==> src/rtl/calc_pkg.sv <==
// Shared definitions for the calculator serial link: receiver states, frame geometry, field offsets.
// The TX side uses the same offsets, so a frame layout change only needs editing here.
package calc_pkg;

  localparam int SBITS_DEF       = 4;
  localparam int INBITS_DEF      = 8;
  localparam int HDR_BITS        = 8;
  localparam int FRAME_BITS_DEF  = HDR_BITS + 3 * INBITS_DEF;
  localparam int NBEATS          = FRAME_BITS_DEF / SBITS_DEF;
  localparam int TIMEOUT_CYC_DEF = 64;

  typedef enum logic [1:0] {
    IDLE = 2'd0,
    RECV = 2'd1,
    DONE = 2'd2
  } rx_state_e;

  function automatic int beats_of(input int frame_bits, input int sbits);
    return frame_bits / sbits;
  endfunction

  // LSB of operand/result field idx (0 = A) sitting below the header.
  function automatic int field_lsb(input int frame_bits, input int inbits, input int idx);
    return frame_bits - HDR_BITS - (idx + 1) * inbits;
  endfunction

  localparam int HDR_LSB = FRAME_BITS_DEF - HDR_BITS;
  localparam int FA_LSB  = field_lsb(FRAME_BITS_DEF, INBITS_DEF, 0);
  localparam int FB_LSB  = field_lsb(FRAME_BITS_DEF, INBITS_DEF, 1);
  localparam int FC_LSB  = field_lsb(FRAME_BITS_DEF, INBITS_DEF, 2);

endpackage

==> src/rtl/calc_serial_rx_if.sv <==
// Serial link (ClkTx/DoutValid/DataOut) plus the reassembled-frame outputs.
// master = transmitter/consumer side, slave = the receiver.
interface calc_serial_rx_if
  import calc_pkg::*;
#(
  parameter int SBITS      = SBITS_DEF,
  parameter int INBITS     = INBITS_DEF,
  parameter int FRAME_BITS = HDR_BITS + 3 * INBITS
);

  logic                  ClkTx;
  logic                  DoutValid;
  logic [SBITS-1:0]      DataOut;
  logic [FRAME_BITS-1:0] FrameData;
  logic [HDR_BITS-1:0]   FrameHdr;
  logic [INBITS-1:0]     FieldA;
  logic [INBITS-1:0]     FieldB;
  logic [INBITS-1:0]     FieldC;
  logic                  FrameValid;
  logic                  FrameErr;
  logic                  RxBusy;

  modport master (
    output ClkTx, DoutValid, DataOut,
    input  FrameData, FrameHdr, FieldA, FieldB, FieldC, FrameValid, FrameErr, RxBusy
  );

  modport slave (
    input  ClkTx, DoutValid, DataOut,
    output FrameData, FrameHdr, FieldA, FieldB, FieldC, FrameValid, FrameErr, RxBusy
  );

endinterface

==> src/rtl/calc_edge_det.sv <==
// Rising-edge detector for a signal already synchronous to Clk (e.g. the divided ClkTx).
module calc_edge_det (
  input  logic Clk,
  input  logic Reset,
  input  logic d,
  output logic rise
);

  logic d_q;

  always_ff @(posedge Clk or posedge Reset) begin
    if (Reset) d_q <= 1'b0;
    else       d_q <= d;
  end

  assign rise = d & ~d_q;

endmodule

==> src/rtl/calc_serial_rx.sv <==
// Receiver for the calculator serial output: reassembles SBITS beats into one MSB-first frame.
// Optional RX_TIMEOUT_EN aborts a frame when ClkTx stalls while DoutValid stays high.
//
// state | meaning
// IDLE  | waiting for first beat (ClkTx rise with DoutValid)
// RECV  | collecting beats; leaves when DoutValid falls (or on timeout)
// DONE  | one cycle, frame presented; may accept the first beat of the next frame
module calc_serial_rx
  import calc_pkg::*;
#(
  parameter int SBITS      = SBITS_DEF,
  parameter int INBITS     = INBITS_DEF,
  parameter int FRAME_BITS = HDR_BITS + 3 * INBITS
`ifdef RX_TIMEOUT_EN
  , parameter int TIMEOUT_CYC = TIMEOUT_CYC_DEF
`endif
) (
  input logic            Clk,
  input logic            Reset,
  calc_serial_rx_if.slave rx
);

  localparam int NB = beats_of(FRAME_BITS, SBITS);
  localparam int CW = $clog2(NB + 1);
  localparam logic [CW-1:0] NB_C = CW'(NB);
  localparam int LSB_A = field_lsb(FRAME_BITS, INBITS, 0);
  localparam int LSB_B = field_lsb(FRAME_BITS, INBITS, 1);
  localparam int LSB_C = field_lsb(FRAME_BITS, INBITS, 2);

  rx_state_e             state_q, state_d;
  logic [CW-1:0]         cnt_q;
  logic                  ovf_q;
  logic [FRAME_BITS-1:0] shreg_q;
  logic [FRAME_BITS-1:0] frame_q;
  logic                  valid_q;
  logic                  err_q;
  logic                  busy_q;

  logic rise;
  logic beat;
  logic shift_en;
  logic ovf_set;
  logic frame_end;
  logic abort;
  logic tmo_hit;
  logic arm_ok;

  calc_edge_det u_edge (
    .Clk   (Clk),
    .Reset (Reset),
    .d     (rx.ClkTx),
    .rise  (rise)
  );

  assign beat = rise & rx.DoutValid;

  always_comb begin
    state_d   = state_q;
    shift_en  = 1'b0;
    ovf_set   = 1'b0;
    frame_end = 1'b0;
    abort     = 1'b0;
    case (state_q)
      IDLE: begin
        if (beat && arm_ok) begin
          shift_en = 1'b1;
          state_d  = RECV;
        end
      end
      RECV: begin
        if (!rx.DoutValid) begin
          frame_end = 1'b1;
          state_d   = DONE;
        end else if (beat) begin
          if (cnt_q < NB_C) shift_en = 1'b1;
          else              ovf_set  = 1'b1;
        end else if (tmo_hit) begin
          frame_end = 1'b1;
          abort     = 1'b1;
          state_d   = DONE;
        end
      end
      DONE: begin
        if (beat && arm_ok) begin
          shift_en = 1'b1;
          state_d  = RECV;
        end else begin
          state_d = IDLE;
        end
      end
      default: state_d = IDLE;
    endcase
  end

  always_ff @(posedge Clk or posedge Reset) begin
    if (Reset) begin
      state_q <= IDLE;
      cnt_q   <= '0;
      ovf_q   <= 1'b0;
      shreg_q <= '0;
      frame_q <= '0;
      valid_q <= 1'b0;
      err_q   <= 1'b0;
      busy_q  <= 1'b0;
    end else begin
      state_q <= state_d;
      busy_q  <= (state_d == RECV);
      valid_q <= frame_end;
      err_q   <= frame_end & ((cnt_q != NB_C) | ovf_q | abort);
      if (frame_end) begin
        // Short frames are pushed up so the header stays in the top bits.
        frame_q <= shreg_q << (SBITS * int'(NB_C - cnt_q));
        cnt_q   <= '0;
        ovf_q   <= 1'b0;
      end else if (shift_en) begin
        shreg_q <= {shreg_q[FRAME_BITS-SBITS-1:0], rx.DataOut};
        cnt_q   <= (state_q == RECV) ? cnt_q + 1'b1 : CW'(1);
      end else if (ovf_set) begin
        ovf_q <= 1'b1;
      end
    end
  end

`ifdef RX_TIMEOUT_EN
  localparam int TW = $clog2(TIMEOUT_CYC + 1);

  logic [TW-1:0] tmo_q;
  logic          guard_q;

  assign tmo_hit = (tmo_q == '0);
  assign arm_ok  = ~guard_q;

  // Guard keeps a stalled transmitter's late beats from opening a bogus frame.
  always_ff @(posedge Clk or posedge Reset) begin
    if (Reset) begin
      tmo_q   <= TW'(TIMEOUT_CYC);
      guard_q <= 1'b0;
    end else begin
      if (shift_en || (state_q == RECV && beat)) tmo_q <= TW'(TIMEOUT_CYC);
      else if (state_q == RECV && tmo_q != '0)   tmo_q <= tmo_q - 1'b1;
      if (abort)              guard_q <= 1'b1;
      else if (!rx.DoutValid) guard_q <= 1'b0;
    end
  end
`else
  assign tmo_hit = 1'b0;
  assign arm_ok  = 1'b1;
`endif

  assign rx.FrameData  = frame_q;
  assign rx.FrameHdr   = frame_q[FRAME_BITS-1 -: HDR_BITS];
  assign rx.FieldA     = frame_q[LSB_A +: INBITS];
  assign rx.FieldB     = frame_q[LSB_B +: INBITS];
  assign rx.FieldC     = frame_q[LSB_C +: INBITS];
  assign rx.FrameValid = valid_q;
  assign rx.FrameErr   = err_q;
  assign rx.RxBusy     = busy_q;

endmodule

==> src/flat_wrapper.sv <==
// flat-port wrapper written by rule: the top's interface ports become plain ports
module calc_serial_rx_flat import calc_pkg::*;
#(
  parameter int SBITS      = SBITS_DEF,
  parameter int INBITS     = INBITS_DEF,
  parameter int FRAME_BITS = HDR_BITS + 3 * INBITS

)
  (Clk, Reset, rx_ClkTx, rx_DoutValid, rx_DataOut, rx_FrameData, rx_FrameHdr, rx_FieldA, rx_FieldB, rx_FieldC, rx_FrameValid, rx_FrameErr, rx_RxBusy);
  calc_serial_rx_if #(.SBITS(SBITS), .INBITS(INBITS), .FRAME_BITS(FRAME_BITS)) rx_i ();
  input logic Clk;
  input logic Reset;
  input wire logic [$bits(rx_i.ClkTx)-1:0] rx_ClkTx;
  input wire logic [$bits(rx_i.DoutValid)-1:0] rx_DoutValid;
  input wire logic [$bits(rx_i.DataOut)-1:0] rx_DataOut;
  output wire logic [$bits(rx_i.FrameData)-1:0] rx_FrameData;
  output wire logic [$bits(rx_i.FrameHdr)-1:0] rx_FrameHdr;
  output wire logic [$bits(rx_i.FieldA)-1:0] rx_FieldA;
  output wire logic [$bits(rx_i.FieldB)-1:0] rx_FieldB;
  output wire logic [$bits(rx_i.FieldC)-1:0] rx_FieldC;
  output wire logic [$bits(rx_i.FrameValid)-1:0] rx_FrameValid;
  output wire logic [$bits(rx_i.FrameErr)-1:0] rx_FrameErr;
  output wire logic [$bits(rx_i.RxBusy)-1:0] rx_RxBusy;
  assign rx_i.ClkTx = rx_ClkTx;
  assign rx_i.DoutValid = rx_DoutValid;
  assign rx_i.DataOut = rx_DataOut;
  assign rx_FrameData = rx_i.FrameData;
  assign rx_FrameHdr = rx_i.FrameHdr;
  assign rx_FieldA = rx_i.FieldA;
  assign rx_FieldB = rx_i.FieldB;
  assign rx_FieldC = rx_i.FieldC;
  assign rx_FrameValid = rx_i.FrameValid;
  assign rx_FrameErr = rx_i.FrameErr;
  assign rx_RxBusy = rx_i.RxBusy;
  calc_serial_rx #(.SBITS(SBITS), .INBITS(INBITS), .FRAME_BITS(FRAME_BITS)) u_core (.Clk(Clk), .Reset(Reset), .rx(rx_i));
endmodule
==> config.mk <==
export PLATFORM = sky130hd
export DESIGN_NAME = calc_serial_rx_flat
export DESIGN_NICKNAME = d
export VERILOG_FILES = /design/src/rtl/calc_pkg.sv /design/src/rtl/calc_serial_rx_if.sv /design/src/rtl/calc_edge_det.sv /design/src/rtl/calc_serial_rx.sv /design/src/flat_wrapper.sv
export SDC_FILE = /design/constraint.sdc
export NUM_CORES = 1
export LEC_CHECK = 0
export ABC_CLOCK_PERIOD_IN_PS = 2800
export CAP_MARGIN = 15
export CORE_UTILIZATION = 60
export CTS_CLUSTER_DIAMETER = 80
export DETAILED_ROUTE_END_ITERATION = 10
export DONT_BUFFER_PORTS = 1
export PLACE_DENSITY_LB_ADDON = 0.05
export SLEW_MARGIN = 20
export SYNTH_ARGS = -nofsm -noshare
export SYNTH_HDL_FRONTEND = slang
export SYNTH_SLANG_ARGS = --single-unit
==> constraint.sdc <==
create_clock -name Clk -period 2.8 [get_ports Clk]
set_input_delay 0.56 -clock Clk [delete_from_list [all_inputs] [get_ports Clk]]
set_output_delay 0.56 -clock Clk [all_outputs]
set_load 0.01 [all_outputs]
# ---- After elaboration in Yosys (flattened, before gate mapping)
# Cells that the tools add are included.
dict set report op_classes {
  bitwise_logic 6
  muxes 21
  n_eq_ne 5
  n_lt_le_gt_ge 1
  addsub 2
  reduce_logical 6
  shift 1
}
# op n
set op_table {}
lappend op_table {{$shl A32 B32 Y32} 1}
lappend op_table {{$mux W1} 14}
lappend op_table {{$mux W4} 3}
lappend op_table {{$pmux W2 S3} 1}
lappend op_table {{$sub A4 B4 Y5 const A} 1}
lappend op_table {{$add A4 B1 Y4 const B} 1}
lappend op_table {{$eq A2 B1 Y1 const B} 2}
lappend op_table {{$lt A4 B4 Y1 const B} 1}
lappend op_table {{$mux W2} 2}
lappend op_table {{$ne A4 B4 Y1 const B} 1}
lappend op_table {{$reduce_and A2 Y1} 2}
lappend op_table {{$reduce_bool A2 Y1} 2}
lappend op_table {{$and A1 B1 Y1} 3}
lappend op_table {{$eq A2 B2 Y1 const B} 1}
lappend op_table {{$logic_not A2 Y1} 1}
lappend op_table {{$ne A2 B2 Y1 const B} 1}
lappend op_table {{$not A1 Y1} 2}
lappend op_table {{$pmux W1 S2} 1}
lappend op_table {{$reduce_or A2 Y1} 1}
lappend op_table {{$or A1 B1 Y1} 1}
dict set report totals {
  ff_bits 75
  out_inout_bits 67
  wordCells 51
  input_bits 8
}

# ---- Depth between registers and ports, before layout
# Gate-level depths: netlist of run 1.
dict set report depth {
  ltp_word 9
  depth_mapped 10
  ltp_nobuf 6
}

# ---- Hierarchy
# A second synthesis of run 1 with hierarchy kept.
dict set report hier_totals {
  cells_unflattened 372
  hier_area_um2 3992.6
}
# module seq_area_each_um2 area_each_um2 cells_per_inst n_inst
set by_module_without_submodules {}
lappend by_module_without_submodules {calc_serial_rx 1851.8 3950.0 369 1}
lappend by_module_without_submodules {calc_edge_det 25.0 42.5 3 1}

# ---- Worst setup path before layout of run 1
# OpenSTA, ideal clock, no wires.
dict set report synth_path {
  kind {register -> register}
  from {register u_core.cnt_q[0]}
  to {register u_core.frame_q[30], in the netlist u_core.rx.FrameData[30]}
  period_less_slack_ns 2.403
  arrival_time_ns 2.313
  required_ns 2.710
  path_slack_ns 0.397
  setup_time_ns 0.090
  stages_incl_launch_ff 10
  path_buffers 5
  path_cell_list {dfrtp_1 -> buf_4 -> buf_4 -> inv_1 -> ha_1 -> buf_2 -> clkbuf_1 -> clkbuf_1 -> nand4_1 -> o221ai_1}
}
dict set report synth_via {
  elab_chain_cells 2
}
# item line_no
set synth_rtl {}
lappend synth_rtl {{start: declaration} calc_serial_rx.sv:31} ;# logic [CW-1:0] cnt_q;
lappend synth_rtl {{start signal: assignment} calc_serial_rx.sv:117} ;# cnt_q <= (state_q == RECV) ? cnt_q + 1'b1 : CW'(1);
lappend synth_rtl {{$sub A4 B4 Y5} calc_serial_rx.sv:112} ;# frame_q <= shreg_q << (SBITS * int'(NB_C - cnt_q));
lappend synth_rtl {{$shl A32 B32 Y32} calc_serial_rx.sv:112}
lappend synth_rtl {{end signal: assignment} calc_serial_rx.sv:112}
lappend synth_rtl {{end: declaration} calc_serial_rx.sv:34} ;# logic [FRAME_BITS-1:0] frame_q;
# Every way passes these cells.
# A chain may end at the register's enable or synchronous reset.

# ---- Worst setup path after layout of run 1
dict set report layout_path {
  from {register u_core.cnt_q[0]}
  to {register u_core.cnt_q[2]}
}
dict set report layout_via {
  elab_chain_cells 6
  word_cells_on_any_way 10
  classes_between {1 x add/sub; 1 x order compare; 7 x mux; 1 x reduce/logical}
}
# item line_no
set layout_rtl {}
lappend layout_rtl {{$lt A4 B4 Y1} calc_serial_rx.sv:75} ;# if (cnt_q < NB_C) shift_en = 1'b1;
lappend layout_rtl {{$mux W1} calc_serial_rx.sv:75}
lappend layout_rtl {{$mux W1} calc_serial_rx.sv:74} ;# end else if (beat) begin
lappend layout_rtl {{$mux W1} calc_serial_rx.sv:71} ;# if (!rx.DoutValid) begin
lappend layout_rtl {{$pmux W1 S2} calc_serial_rx.sv:63} ;# case (state_q)
lappend layout_rtl {{$reduce_bool A2 Y1 (no source line)} n/a}
# Parallel ways exist; a longest one is shown, timed or not. The select of a mux whose other input is x is not followed.

==> results by group, run 1 <==
Critical path
  – Data required, critical path: ~3.0 ns
  – Slowest CP cell: sky130_fd_sc_hd__a311o_1
  – Cells on worst reg2reg path: 6
  – Data arrival time of the critical path: roughly 2.6 ns
  – Worst R2R Start: u_core.cnt_q[0]$_DFFE_PP0P_
  – Worst setup EP type: flop
  – Worst path max stage delay: approximately 0.48 ns
  – Slack of the worst reg-to-reg path: just under 0.4 ns
  – Category of the critical setup timing path: reg2reg
  – Worst path top cell family by delay: compound AO/OA/AOI/OAI gates
  – Kind of launch point of the worst setup path: flop
  – Largest fanout of any net on the critical path: 36
  – Number of buffers and inverters on the critical path: 1
  – FF-to-FF End: u_core.cnt_q[2]$_DFFE_PP0P_
  – List of cells traversed by the critical path: inv_1, ha_1, o41a_1, o21ai_2, nand2_4, a311o_1

GRT
  – Number of global-route vias before repair: 2510
  – Global Route Usage Sum: 25.3%
  – Global-route wire length before repair: roughly 14 mm
  – Antenna violations before repair: 0
  – Remaining Overflow, GRT: 0
  – Largest net degree at the start of global routing: 45

Timing
  – Worst setup slack after layout: roughly 0.39 ns
  – Number of setup violations in the final report: 0
  – Final clock period utilization by the worst path: around 86%
  – Clock tree skew after final layout: about 0.011 ns
  – Highest achievable clock rate: 415 MHz
  – RSZ-0062 raised after global routing: no
  – Time the worst path needs with I/O delays and setup: approximately 2.4 ns
  – Final sum of negative setup slack: 0 ns
  – Relative slew slack: between 50% and 60%
  – Max-slew violation count: 0
  – Worst-margin pin slew: 0.658 ns
  – Final hold violation count: 0
  – Worst Hold Margin: 0.180 ns

CTS
  – Number of instances resized during post-cts repair: 0
  – CTS Sinks: 75
  – Worst-Skew Late Latency: around 0.34 ns
  – Clock tree root buffer cell: sky130_fd_sc_hd__clkbuf_8
  – Hold Buf Count CTS: 0
  – Register clock-pin slew on the reported worst setup and hold paths: approximately 0.08 ns
  – Clock Tree Buf Depth: 2
  – Number of CTS-inserted buffers: 9
  – CTS tree: yes
  – CTS H-Tree Depth: 3
  – Buffers inserted by post-CTS timing repair: 0

Floorplanning
  – I/O pin count: 75
  – FP Rows: 30
  – Die height: around 85 um
  – Initial cell density of the core: between 60% and 70%
  – Core area: about 6800 sq um
  – Floorplan die width: around 85 um
  – Total die area: 7300 sq um

Synthesis
  – Synth Area per Inst: around 12 sq um
  – Top cells by count, synth: sky130_fd_sc_hd__dfrtp_1 (75), sky130_fd_sc_hd__buf_4 (35), sky130_fd_sc_hd__mux2_4 (27)
  – Synth area leader: sky130_fd_sc_hd__dfrtp_1
  – Post-Syn Nets: between 300 and 400
  – Async SR Flop Fraction: 100%
  – Share of the synthesized area in the top cell type: about 45%
  – Sequential element share of the synthesized area: between 40 and 50%
  – Synthesized cell area: around 4200 sq um
  – Syn. warnings: 0
  – Leading cell types by total area after synthesis: sky130_fd_sc_hd__dfrtp_1 (45%), sky130_fd_sc_hd__mux2_4 (9.7%), sky130_fd_sc_hd__buf_4 (6.3%)
  – Cell with the most instances after synthesis: sky130_fd_sc_hd__dfrtp_1
  – Library cells used by synthesis: 51
  – Number of enable-type register cells in the synthesized netlist: 0
  – Cells after synthesis: 354
  – Count of state elements after synthesis: 75
  – Top FF cell, synth: sky130_fd_sc_hd__dfrtp_1

Routing
  – Via-to-Cell Ratio: 6.56
  – Detailed-route DRC error count: 0
  – Vias after detailed routing: about 2600
  – Initial DRC count: approximately 150
  – Drt total wl: ~8.6 mm
  – Drt pass-1 iters: 4
  – Per-cell routed wire length: roughly 21 um
  – Number of antenna-violating nets in the routed design: 0

Pwr
  – Fraction of power consumed by combinational cells: between 30% and 40%
  – Sequential share of power: approximately half
  – Leakage power summed over all cells: roughly 0.0019 uW
  – Clock network power share: about a fifth
  – Switching power total: around 1500 uW
  – Ratio of total power to cell area: around 960 nW/um^2
  – Switch share: roughly two fifths
  – Worst ir drop on vdd: between 400 and 500 uV
  – Internal power: between 2000 and 2500 uW

Place
  – Half-perimeter wire length after placement: just under 6 mm
  – Pre-CTS WS: just over 0.4 ns
  – Post-detailed-placement cell area: 3980 sq um
  – Placer congestion estimate: 0.855
  – Count of port buffers added during placement: 0

Final layout
  – Fin area: approximately 4200 sq um
  – Filler Cells Inserted: between 500 and 600
  – Fraction of layout cells with a size suffix above 1: 25.2%
  – Multi-input combinational cell area: between 1500 and 2000 sq um
  – FF/Latch Area: approximately 1900 sq um
  – Diode insertion count for antenna repair: 0
  – Layout overhead on the synthesized area: -0.449%
  – Share of the core filled with cells: 61.6%
  – Total number of nets in the final design: 327

Flow run
  – Max-capacitance violation count: 0

Run status
  – Outcome: completed

Hold path
  – Min-delay worst type: in2async
[power by group through the flow]
stage | sequential (uW) | clock [uW] | combinational, uW
final | 1940 | 758 | 1300
after global routing | 2010 | 809 | 1410
after CTS | 1940 | 771 | 1300
after detailed placement | 1960 | 0 | 1290
after global placement | 1940 | 0 | 1280
after floorplan | 1750 | 0 | 1330
[worst reg2reg max path: cells and delay by family (launching register included)]
family | cells | cell delay [ns]
AOI/OAI and AO/OA | 3 | 1.05
adders and majority gates | 1 | 0.31
buffers and inverters | 1 | 0.10
DFF | 1 | 0.47
and+or+nand+nor | 1 | 0.36
[state kept, by name, indices dropped and copies added, names as in the netlist]
| name | flops |
|---|---|
| u_core.rx.FrameData | 32 |
| u_core.rx.FrameErr | 1 |
| u_core.cnt_q | 4 |
| u_core.rx.RxBusy | 1 |
| u_core.u_edge.d_q | 1 |
| u_core.ovf_q | 1 |
| u_core.state_q | 2 |
| u_core.shreg_q | 32 |
| u_core.rx.FrameValid | 1 |
[cells by family after synthesis]
family / synth area share, %
AO/OA/AOI/OAI: 14.4
flip-flops: 44.9
multiplexers: 21.8
buffers and inverters: 9.58
AND/OR/NAND/NOR: 8.15
XOR/XNOR: 0.599
adder cells (fa/ha/maj): 0.599
[layout make-up]
class	instances	share of cell area, %
multi-input cells	216	45.7
flip-flops and latches	75	45.2
repair buffers	9	1.93
inverters	6	0.542
clock inverters	5	0.872
well taps	80	2.41
clock buffers	11	3.40
[metrics by stage]
| stage | std cells | power, uW |
|---|---|---|
| 2_1_floorplan | 354 | 3080 |
| 3_3_place_gp | 386 | 3230 |
| 3_5_place_dp | 386 | 3250 |
| 4_1_cts | 402 | 4010 |
| 5_1_grt | 402 | 4230 |
| 6_report | 402 | 4000 |
[cell usage in the layout, fill, tap and decap left out, drive strengths merged, types with 3 or more instances in the layout]
master	count
nor3b	3
buf	9
a221o	4
mux2	34
inv	7
mux2i	20
a22o	12
o31ai	3
a31oi	3
o21ai	16
clkinvlp	3
mux4	10
dfrtp	75
o22ai	4
nor2b	7
nand3b	3
nor2	9
a22oi	3
nand2	21
clkbuf	11
a21oi	25
a211oi	8
[metal layers]
metal / routed length [um] / global-route usage, %
met2: 3770 / 36.8
met4: 99 / 7.73
met3: 396 / 4.18
met5: 0 / 0
met1: 4310 / 38.8
[worst max path at each step]
stage	slack (ns)	end	start	cells after the start
after floorplan	0.33	u_core.cnt_q[0]$_DFFE_PP0P_	Reset	1
after global placement	0.46	u_core.cnt_q[2]$_DFFE_PP0P_	u_core.cnt_q[0]$_DFFE_PP0P_	6
after detailed placement	0.40	u_core.cnt_q[2]$_DFFE_PP0P_	u_core.cnt_q[0]$_DFFE_PP0P_	6
after CTS	0.37	u_core.cnt_q[2]$_DFFE_PP0P_	u_core.cnt_q[0]$_DFFE_PP0P_	6
after global routing	0.21	u_core.rx.FrameData[23]$_DFFE_PP0P_	u_core.cnt_q[0]$_DFFE_PP0P_	6
final	0.39	u_core.cnt_q[2]$_DFFE_PP0P_	u_core.cnt_q[0]$_DFFE_PP0P_	6
Power figures use the tool's default switching activity.
==> run 2, diff against run 1 <==
--- a/config.mk
+++ b/config.mk
@@ -7,6 +7,7 @@
 export LEC_CHECK = 0
 export ABC_CLOCK_PERIOD_IN_PS = 2800
 export CAP_MARGIN = 15
+export CORE_MARGIN = 2
 export CORE_UTILIZATION = 60
 export CTS_CLUSTER_DIAMETER = 80
 export DETAILED_ROUTE_END_ITERATION = 10
==> results by group, run 2 (synthesized netlist as in run 1, its figures left out) <==
GRT
  – Global Route Usage Sum: roughly 24%
  – Largest net degree at the start of global routing: 37
  – Global-route wire length before repair: ~14 mm
  – Antenna violations before repair: 0
  – Number of global-route vias before repair: between 2000 and 3000
  – Remaining Overflow, GRT: 0

Routing
  – Initial DRC count: around 200
  – Vias after detailed routing: 2597
  – Detailed-route DRC error count: 0
  – Drt total wl: roughly 8.5 mm
  – Via-to-Cell Ratio: roughly 6.4
  – Drt pass-1 iters: 4
  – Number of antenna-violating nets in the routed design: 0
  – Per-cell routed wire length: ~21 um

Timing
  – Final sum of negative setup slack: 0 ns
  – Number of setup violations in the final report: 0
  – Worst-margin pin slew: 0.618 ns
  – Clock tree skew after final layout: between 0.01 and 0.015 ns
  – Time the worst path needs with I/O delays and setup: between 2 and 2.5 ns
  – Final clock period utilization by the worst path: a little under nine tenths
  – RSZ-0062 raised after global routing: no
  – Relative slew slack: between 50% and 60%
  – Highest achievable clock rate: between 400 and 500 MHz
  – Max-slew violation count: 0
  – Final hold violation count: 0

CTS
  – Hold Buf Count CTS: 0
  – CTS H-Tree Depth: 3
  – CTS tree: yes
  – Number of CTS-inserted buffers: 9
  – Register clock-pin slew on the reported worst setup and hold paths: about 0.080 ns
  – Worst-Skew Late Latency: between 0.3 and 0.4 ns
  – Number of instances resized during post-cts repair: 0
  – Clock tree root buffer cell: sky130_fd_sc_hd__clkbuf_8
  – Buffers inserted by post-CTS timing repair: 0
  – CTS Sinks: 75
  – Clock Tree Buf Depth: 2

Place
  – Half-perimeter wire length after placement: 6.02 mm
  – Count of port buffers added during placement: 0
  – Placer congestion estimate: 0.894
  – Post-detailed-placement cell area: 3990 sq um

Critical path
  – Worst path max stage delay: 0.48 ns
  – Worst path top cell family by delay: compound AO/OA/AOI/OAI gates
  – Data required, critical path: 3.04 ns
  – Category of the critical setup timing path: reg2reg
  – Worst setup EP type: flop
  – List of cells traversed by the critical path: inv_1, ha_1, o41a_1, o21ai_2, nand2_4, a311o_1
  – Slowest CP cell: sky130_fd_sc_hd__dfrtp_2
  – Cells on worst reg2reg path: 6
  – Largest fanout of any net on the critical path: 36
  – Data arrival time of the critical path: 2.63 ns
  – Number of buffers and inverters on the critical path: 1
  – Kind of launch point of the worst setup path: flop
  – Number of stages on the worst setup path: 6

Floorplanning
  – Die height: between 80 and 90 um
  – Initial cell density of the core: 61.8%
  – Total die area: around 7600 sq um
  – Floorplan die width: just under 90 um
  – FP Rows: 30
  – I/O pin count: 75
  – Core area: 6760 sq um

Pwr
  – Leakage power summed over all cells: 0.00193 uW
  – Worst ir drop on vdd: approximately 470 uV
  – Ratio of total power to cell area: about 970 nW/um^2

Final layout
  – Most common cell after layout, fill and taps aside: sky130_fd_sc_hd__dfrtp_1
  – Fin area: approximately 4200 sq um
  – Diode insertion count for antenna repair: 0
  – Total number of nets in the final design: approximately 330
  – Share of the core filled with cells: approximately three fifths
  – Fraction of layout cells with a size suffix above 1: 25.4%
  – Multi-input combinational cell area: 1900 sq um
  – Commonest non-fill, non-tap cells in the layout: sky130_fd_sc_hd__dfrtp_1 (74), sky130_fd_sc_hd__mux2_4 (27), sky130_fd_sc_hd__a21oi_1 (25)
  – Layout overhead on the synthesized area: 0.0898%
  – Filler Cells Inserted: around 530
  – FF/Latch Area: about 1900 sq um

Run status
  – Outcome: completed

Hold path
  – Min-delay worst type: in2async

Flow run
  – Max-capacitance violation count: 0
==> run 2: cell count changes in the layout (fill, tap and decap cells not counted) <==
cell                         change
sky130_fd_sc_hd__buf_4           +1
sky130_fd_sc_hd__clkinv_4        +1
sky130_fd_sc_hd__clkinv_2        +1
sky130_fd_sc_hd__clkbuf_8        -1
sky130_fd_sc_hd__bufinv_16       +1
sky130_fd_sc_hd__clkinvlp_4      -2
==> run 2: area by class of cell <==
type,count,area share [%]
repair buffers,10,2.09
clock buffers,10,3.05
well taps,80,2.39
flip-flops and latches,75,44.9
clock inverters,6,1.56
inverters,6,0.539
multi-input cells,216,45.5
==> run 2: per-stage QoR <==
step / total power [uW] / setup WS, ns / instances / hold WS [ns]
floorplan: 3080 / 0.330 / 354 / 0.464
global placement: 3220 / 0.459 / 387 / 0.486
detailed placement: 3250 / 0.414 / 387 / 0.497
CTS: 4060 / 0.398 / 403 / 0.153
global route: 4330 / 0.206 / 403 / 0.180
finish: 4060 / 0.401 / 403 / 0.133
==> run 2: path summary, 6_finish.rpt <==
path | from | endpoint | slack, ns
worst max-delay path | u_core.cnt_q[0]$_DFFE_PP0P_ | u_core.cnt_q[2]$_DFFE_PP0P_ | 0.40
worst min-delay path | Reset | u_core.rx.FrameValid$_DFF_PP0_ | 0.13
worst max register to register | u_core.cnt_q[0]$_DFFE_PP0P_ | u_core.cnt_q[2]$_DFFE_PP0P_ | 0.40
worst min register to register | u_core.shreg_q[30]$_DFFE_PP0P_ | u_core.shreg_q[30]$_DFFE_PP0P_ | 0.52
max in group asynchronous | Reset | u_core.cnt_q[0]$_DFFE_PP0P_ | 1.98
min in group Clk | rx_ClkTx | u_core.u_edge.d_q$_DFF_PP0_ | 0.23
==> run 2: report_power, final <==
| group | internal, uW | total, uW | switching (uW) |
|---|---|---|---|
| Clock | 413 | 827 | 414 |
| Sequential | 1410 | 1930 | 523 |
| Combinational | 699 | 1300 | 599 |
| Total | 2520 | 4060 | 1530 |
==> run 2: per-layer routing <==
metal	global-route usage (%)	wire length (um)
met5	0	0
met4	8.11	124
met3	4.36	550
met2	33.7	3720
met1	38.7	4130
